## src/rtl/pot_smoother_if.sv

```systemverilog
// pot_smoother_if: raw ADC sample stream in, smoothed sample stream and channel primed flags out.
interface pot_smoother_if #(parameter int NUM_POTS = 12);
    logic [9:0]          value;
    logic [3:0]          pot_index;
    logic                value_valid;
    logic [9:0]          out_value;
    logic [3:0]          out_index;
    logic                out_valid;
    logic [NUM_POTS-1:0] primed;

    modport master (
        output value, pot_index, value_valid,
        input  out_value, out_index, out_valid, primed
    );

    modport slave (
        input  value, pot_index, value_valid,
        output out_value, out_index, out_valid, primed
    );
endinterface

```

## src/rtl/pot_smoother.sv

```systemverilog
// pot_smoother: per-channel IIR low-pass plus hysteresis deadband on pot ADC samples.
module pot_smoother #(
    parameter int NUM_POTS = 12,
    parameter int SHIFT    = 2,
    parameter int DEADBAND = 4
) (
    input logic           clk,
    input logic           rst_n,
    pot_smoother_if.slave bus
);
    localparam int AW = 10 + SHIFT;

    logic [AW-1:0]       acc [NUM_POTS];
    logic [9:0]          rep [NUM_POTS];
    logic [NUM_POTS-1:0] primed_q;
    logic                accept, hit, snap;
    logic [3:0]          sel;
    logic [AW-1:0]       acc_cur;
    logic [AW:0]         acc_n;
    logic [9:0]          rep_cur, f, emit_val;
    logic [10:0]         diff, mag;

    assign bus.primed = primed_q;

    always_comb begin
        accept   = bus.value_valid && ({1'b0, bus.pot_index} < 5'(NUM_POTS));
        sel      = accept ? bus.pot_index : 4'd0;
        acc_cur  = acc[sel];
        rep_cur  = rep[sel];
        acc_n    = {1'b0, acc_cur} - {1'b0, acc_cur >> SHIFT} + (AW+1)'(bus.value);
        f        = 10'(acc_n[AW-1:0] >> SHIFT);
        diff     = {1'b0, f} - {1'b0, rep_cur};
        mag      = diff[10] ? -diff : diff;
        // endpoint snap keeps 0 and full scale reachable inside the deadband
        snap     = (f == 10'd0 && rep_cur != 10'd0) || (f == 10'd1023 && rep_cur != 10'd1023);
        hit      = !primed_q[sel] || mag >= 11'(DEADBAND) || snap;
        emit_val = primed_q[sel] ? f : bus.value;
    end

    always_ff @(posedge clk or negedge rst_n) begin
        if (!rst_n) begin
            for (int k = 0; k < NUM_POTS; k++) begin
                acc[k] <= '0;
                rep[k] <= '0;
            end
            primed_q      <= '0;
            bus.out_valid <= 1'b0;
            bus.out_value <= '0;
            bus.out_index <= '0;
        end else begin
            bus.out_valid <= accept && hit;
            if (accept) begin
                primed_q[sel] <= 1'b1;
                acc[sel]      <= primed_q[sel] ? acc_n[AW-1:0] : AW'(bus.value) << SHIFT;
                if (hit) begin
                    rep[sel]      <= emit_val;
                    bus.out_value <= emit_val;
                    bus.out_index <= sel;
                end
            end
        end
    end
endmodule

```

## src/flat_wrapper.sv

```systemverilog
// flat-port wrapper written by rule: the top's interface ports become plain ports
module pot_smoother_flat 
#(
    parameter int NUM_POTS = 12,
    parameter int SHIFT    = 2,
    parameter int DEADBAND = 4
)
  (clk, rst_n, bus_value, bus_pot_index, bus_value_valid, bus_out_value, bus_out_index, bus_out_valid, bus_primed);
  pot_smoother_if #(.NUM_POTS(NUM_POTS)) bus_i ();
  input logic clk;
  input logic rst_n;
  input wire logic [$bits(bus_i.value)-1:0] bus_value;
  input wire logic [$bits(bus_i.pot_index)-1:0] bus_pot_index;
  input wire logic [$bits(bus_i.value_valid)-1:0] bus_value_valid;
  output wire logic [$bits(bus_i.out_value)-1:0] bus_out_value;
  output wire logic [$bits(bus_i.out_index)-1:0] bus_out_index;
  output wire logic [$bits(bus_i.out_valid)-1:0] bus_out_valid;
  output wire logic [$bits(bus_i.primed)-1:0] bus_primed;
  assign bus_i.value = bus_value;
  assign bus_i.pot_index = bus_pot_index;
  assign bus_i.value_valid = bus_value_valid;
  assign bus_out_value = bus_i.out_value;
  assign bus_out_index = bus_i.out_index;
  assign bus_out_valid = bus_i.out_valid;
  assign bus_primed = bus_i.primed;
  pot_smoother #(.NUM_POTS(NUM_POTS), .SHIFT(SHIFT), .DEADBAND(DEADBAND)) u_core (.clk(clk), .rst_n(rst_n), .bus(bus_i));
endmodule
```

## config.mk

```make
export PLATFORM = sky130hd
export DESIGN_NAME = pot_smoother_flat
export DESIGN_NICKNAME = d
export VERILOG_FILES = /design/src/rtl/pot_smoother_if.sv /design/src/rtl/pot_smoother.sv /design/src/flat_wrapper.sv
export SDC_FILE = /design/constraint.sdc
export NUM_CORES = 1
export LEC_CHECK = 0
export ABC_AREA = 0
export CORE_UTILIZATION = 39
export DETAILED_ROUTE_END_ITERATION = 8
export PLACE_DENSITY = 0.54
export SLEW_MARGIN = 30
export SYNTH_ARGS = -nofsm -noshare
export SYNTH_HDL_FRONTEND = slang
export SYNTH_SLANG_ARGS = --single-unit
```

## constraint.sdc

```tcl
create_clock -name clk -period 12.9 [get_ports clk]
set_input_delay 1.935 -clock clk [delete_from_list [all_inputs] [get_ports clk]]
set_output_delay 1.935 -clock clk [all_outputs]
set_load 0.02 [all_outputs]
```

; ---- Word level (Yosys, flattened, before mapping)
; Index checks and enable logic that the tools add are counted.
[classes]
muxes = 20
n_lt_le_gt_ge = 6
n_reduce_logical = 13
addsub = 4
bitwise_logic = 2
n_eq_ne = 2
[op_table]
columns = cell, n
row1 = $bwmux W144, 1
row2 = $bwmux W120, 1
row3 = $bmux W12 S4, 1
row4 = $demux W12 S4, 1
row5 = $mux W12, 4
row6 = $bmux W10 S4, 1
row7 = $demux W10 S4, 1
row8 = $mux W10, 4
row9 = $add A12 B10 Y12, 1
row10 = $or A12 B12 Y12, 1
row11 = $sub A12 B10 Y12, 1
row12 = $ge A11 B3 Y1 const B, 1
row13 = $mux W11, 1
row14 = $neg A11 Y11, 1
row15 = $sub A10 B10 Y11, 1
row16 = $eq A10 B10 Y1 const B, 1
row17 = $logic_not A10 Y1, 1
row18 = $ne A10 B10 Y1 const B, 1
row19 = $reduce_bool A10 Y1, 1
row20 = $logic_and A1 B1 Y1, 6
row21 = $ge A5 B5 Y1 const B, 1
row22 = $lt A4 B5 Y1 const B, 1
row23 = $lt A5 B1 Y1 const B, 1
row24 = $not A4 Y5, 1
row25 = 9 further kinds, 12
[word_totals]
input_bits = 17
out_inout_bits = 27
regBits = 291
word_cells = 75

; ---- Depth between registers and ports, before layout
[depth]
depth_word = 16
ltp_mapped = 37
ltp_nobuf = 29

; ---- Worst setup path after synthesis
; Ideal clock, no wire load.
[synth_path]
path_type = input port to flip-flop
from = in bus_pot_index[1]
to = reg u_core.rep[105] (netlist bit)
t_arrival_ns = 9.615
setup_ns = 0.125
cell_stages = 30
setup_slack_ns = 3.160
n_path_buf = 7
path_cell_list = buf_2 buf_2 buf_1 buf_1 clkbuf_1 mux2i_1 nand2_1 o21ai_0 a21oi_1 a221oi_1 o211ai_1 fa_1 ha_1 a211o_1 and4_1 nor3_1 clkinv_1 ha_1 nand2_1 o21a_1 or3_1 a32o_1 or2_1 or4_1 a211o_1 a2111o_1 buf_6 and2_1 buf_6 mux2_4
[synth_via]
elab_chain_len = 16
elab_cells_between_ends = 36
cone_classes = add/sub: 4 / order compare: 4 / eq/ne: 2 / mux: 14 / bitwise: 1 / reduce/logical: 11
[synth_lines]
columns = item, line
row1 = start: declaration, flat_wrapper.sv:13  ; input wire logic [$bits(bus_i.pot_index)-1:0] bus_pot_index;
row2 = $lt A4 B4 Y1, pot_smoother.sv:26  ; accept = bus.value_valid && ({1'b0, bus.pot_index} < 5'(NUM_POTS));
row3 = $logic_and A1 B1 Y1, pot_smoother.sv:26
row4 = $mux W4, pot_smoother.sv:27  ; sel = accept ? bus.pot_index : 4'd0;
row5 = $not A4 Y5 (implied by the code), "pot_smoother.sv:28, pot_smoother.sv:29, pot_smoother.sv:56"
row6 = $bmux W12 S4, pot_smoother.sv:28  ; acc_cur = acc[sel];
row7 = $mux W12 (implied by the code) (2 in a row), pot_smoother.sv:28
row8 = $sub A12 B10 Y12, pot_smoother.sv:30  ; acc_n = {1'b0, acc_cur} - {1'b0, acc_cur >> SHIFT} + (AW+1)'(bus.value);
row9 = $add A12 B10 Y12, pot_smoother.sv:30
row10 = $sub A10 B10 Y11, pot_smoother.sv:32  ; diff = {1'b0, f} - {1'b0, rep_cur};
row11 = $neg A11 Y11, pot_smoother.sv:33  ; mag = diff[10] ? -diff : diff;
row12 = $mux W11, pot_smoother.sv:33
row13 = $ge A11 B3 Y1, pot_smoother.sv:36  ; hit = !primed_q[sel] || mag >= 11'(DEADBAND) || snap;
row14 = $logic_or A1 B1 Y1 (2 in a row), pot_smoother.sv:36
row15 = $reduce_and A2 Y1 (no source line), --
row16 = end signal: indexed assignment, pot_smoother.sv:56  ; rep[sel] <= emit_val;
row17 = end: declaration, pot_smoother.sv:14  ; logic [9:0] rep [NUM_POTS];
; Several ways; a longest one is shown, not always the timed one. The select of a mux whose other input is x is not followed.
; A chain may end at the register's enable or synchronous reset.

; ---- Final worst setup path
[layout_path]
from = in bus_pot_index[2]
to = reg u_core.bus.out_index[0]
[layout_via]
elab_chain_len = 16
elab_cells_between_ends = 29
cone_classes = add/sub: 4 / order compare: 2 / eq/ne: 2 / mux: 10 / bitwise: 1 / reduce/logical: 10
[layout_lines]
columns = item, line
row1 = $lt A4 B4 Y1, pot_smoother.sv:26
row2 = $logic_and A1 B1 Y1, pot_smoother.sv:26
row3 = $mux W4, pot_smoother.sv:27
row4 = $not A4 Y5 (implied by the code), "pot_smoother.sv:28, pot_smoother.sv:29"
row5 = $bmux W12 S4, pot_smoother.sv:28
row6 = $mux W12 (implied by the code) (2 in a row), pot_smoother.sv:28
row7 = $sub A12 B10 Y12, pot_smoother.sv:30
row8 = $add A12 B10 Y12, pot_smoother.sv:30
row9 = $sub A10 B10 Y11, pot_smoother.sv:32
row10 = $neg A11 Y11, pot_smoother.sv:33
row11 = $mux W11, pot_smoother.sv:33
row12 = $ge A11 B3 Y1, pot_smoother.sv:36
row13 = $logic_or A1 B1 Y1 (2 in a row), pot_smoother.sv:36
row14 = $reduce_and A2 Y1 (no source line), --
row15 = end signal: assignment, pot_smoother.sv:58  ; bus.out_index <= sel;
row16 = end: declaration, pot_smoother_if.sv:18  ; output out_value, out_index, out_valid, primed
; Several ways; a longest one is shown, not always the timed one. The select of a mux whose other input is x is not followed.

==> key figures <==
Global routing
  – Largest net degree at the start of global routing: 88
  – Global-route wire length before repair: 75700 um
  – Remaining Overflow, GRT: 0
  – Vias in the first global route: 11800
  – Total GRT Usage: 26.2%
  – Antenna violations before repair: 0

CTS
  – Clock transition at the registers of the reported paths: 0.06 ns
  – Clock root buffer master: clkbuf_16
  – Post-CTS sizing: 0
  – H-tree Lvls: 2
  – Clock buffer depth: 3
  – Sink Count: 291
  – CTS Buf Count: 34
  – Post-CTS Setup Bufs: 0
  – Skew-Pair Late Insertion Delay: 0.54 ns
  – Hold-fix buffers, CTS: 0
  – CTS tree: done

Yosys
  – Syn Inst Count: 1488
  – Cell with the most instances after synthesis: dfrtp_1
  – Post-synthesis async set-or-reset flop share: 100%
  – Top_reg_cell synth: dfrtp_1
  – Post-synthesis cell type count: 84
  – Yosys warnings: 0
  – Cell accounting for the most synthesized area: dfrtp_1
  – Area share of the largest cell type after synthesis: 49.1%
  – Top post-synthesis cells by area: dfrtp_1 49%, mux2_2 7.2%, o21ai_0 6.1%
  – Sequential fraction of the synthesis area: 49.1%
  – Yosys reg bits: 291
  – Mapped Area: 14800 sq um
  – Mean Syn Cell Area: 9.97 sq um
  – Post-synth EDFFs: 0
  – Post-synth top cells: 291 x dfrtp_1, 199 x nand2_1, 181 x o21ai_0
  – Syn Nets: 1537

Drt
  – Wire length on met2: 23000 um
  – DR pass1 iterations: 5
  – DRT iter0 DRCs: 1023
  – Highest metal used: met4
  – DR vias/cell: 5.84
  – Routed len/inst: 24.4 um
  – DRC Markers: 0
  – Met3 WL: 3580 um
  – Final Routed Wirelength: 49900 um
  – ANT nets after route: 0
  – Post-Route M1 WL: 22000 um
  – Via count: 12000

Critical path
  – Setup CP Type: in2reg
  – Critical Path Start Type: primary input
  – Delay of the slowest critical-path stage: 0.92 ns
  – Crit. End Element: flip-flop
  – Critical Path RT: 13.32 ns
  – Crit-path max FO: 57
  – Cell family with most CP delay: compound AO/OA/AOI/OAI gates
  – Arr. time, crit path: 11.44 ns
  – CP bufs+invs: 4
  – Crit-path slowest cell: clkdlybuf4s50_1

Finish
  – Share of cells above drive strength 1: 15.8%
  – N_diodes: 0
  – # nets final: 1561
  – Register area: 7280 sq um
  – Final Util: 45.3%
  – Final non-filler cell area: 17000 sq um
  – Fillcell total: 3568
  – Multi-input gate area: 7070 sq um
  – Synth-to-layout area growth: 14.7%
  – Layout Cells excl Fill: 2046

Hold path
  – Hold WC Path Type: reg2reg

Placed design
  – Port buffer count: 43
  – Placed Area: 15900 sq um
  – DP Wirelength: 33900 um
  – Post-Place Cells: 1984
  – GP Congestion: 0.923

Timing
  – Final max-slew violation count: 0
  – Slew @ Worst Pin: 1.05 ns
  – Min Tclk post-route: 11.02 ns
  – Final setup viols: 0
  – Total negative setup slack: 0 ns
  – Slew HR: 28.8%
  – Final Cycle Share: 85.4%
  – Max frequency: 90.7 MHz
  – RSZ-0062 raised after global routing: false
  – Setup Skew: 0.0206 ns
  – Final Hold Fails: 0

Floorplanning
  – Die width: 197 um
  – I/O Pins: 44
  – Initial Utilization: 39.5%
  – Rows: 71
  – Die span in y: 197 um
  – Die area: 38800 sq um
  – CORE AREA: 37600 sq um

Run status
  – Status: finished clean

Run
  – Max Cap Viol: 0
==> path summary, 6_finish.rpt <==
kind / startpoint / end / slack (ns) / cells after the start
setup / recovery: bus_pot_index[2] / u_core.bus.out_index[0]$_DFFE_PN0P_ / 1.88 / 28
hold / removal: u_core.acc[126]$_DFFE_PN0P_ / u_core.acc[126]$_DFFE_PN0P_ / 0.48 / 2
setup reg to reg: u_core.acc[67]$_DFFE_PN0P_ / u_core.bus.out_index[2]$_DFFE_PN0P_ / 4.72 / 22
hold reg to reg: u_core.acc[126]$_DFFE_PN0P_ / u_core.acc[126]$_DFFE_PN0P_ / 0.48 / 2
max in group asynchronous: rst_n / u_core.bus.primed[8]$_DFFE_PN0P_ / 9.53 / 4
min in group asynchronous: rst_n / u_core.rep[93]$_DFFE_PN0P_ / 1.39 / 1
==> layout make-up <==
type / instances / share of cell area (%)
clock buffers: 55 / 6.12
clock inverters: 4 / 0.228
repair buffers: 94 / 4.95
well taps: 511 / 3.76
inverters: 25 / 0.552
flip-flops and latches: 291 / 42.8
multi-input cells: 1066 / 41.6
==> kinds of logic (layout without fill, tap and decap cells) <==
logic type	after synthesis	in the layout	share of synthesized area [%]
buffers and inverters	131	178	3.84
xor gates and xnor gates	15	15	1.07
AOI/OAI and AO/OA	465	465	18.8
DFF	291	291	49.1
and+or+nand+nor	415	415	13.3
adders and majority gates	32	32	3.26
muxes	139	139	10.6
==> flip-flops by register name (all words and copies together), names as in the netlist <==
signal	count
u_core.bus.out_index	4
u_core.rep	120
u_core.bus.primed	12
u_core.bus.out_value	10
u_core.acc	144
u_core.bus.out_valid	1
==> layer usage <==
metal	up-vias	GRT usage, %
li1	5413	-
met2	458	41.0
met3	92	5.08
met4	0	8.64
met1	5993	36.4
met5	-	0
==> placed cells by master, fill, tap and decap left out, types with 31 or more instances in the layout <==
cell             synthesis  routed
clkbuf_16                0      35
o21ai_0                181     180
nor2_1                  46      46
buf_4                    0      47
a21oi_1                139     139
nand3_1                 46      46
mux2_2                  95      95
dfrtp_1                291     291
nand2_1                199     199
mux2i_1                 37      31
clkdlybuf4s50_1          0      40
==> stage by stage <==
step / setup WS, ns / hold WS, ns
final: 1.88 / 0.478
after global routing: 1.36 / 0.500
after CTS: 1.98 / 0.479
after detailed placement: 1.49 / 0.466
after global placement: 1.45 / 0.457
after floorplan: 3.16 / 0.441
==> worst min-delay path: cells and delay by family (launching register included) <==
| family | cells | cell delay, ns |
|---|---|---|
| flip-flops | 1 | 0.34 |
| AO/OA/AOI/OAI | 1 | 0.06 |
| AND/OR/NAND/NOR | 1 | 0.05 |
Power is left out: the tool's default activity adds up to more than one toggle a clock period on the data nets, which glitch-free logic cannot reach.
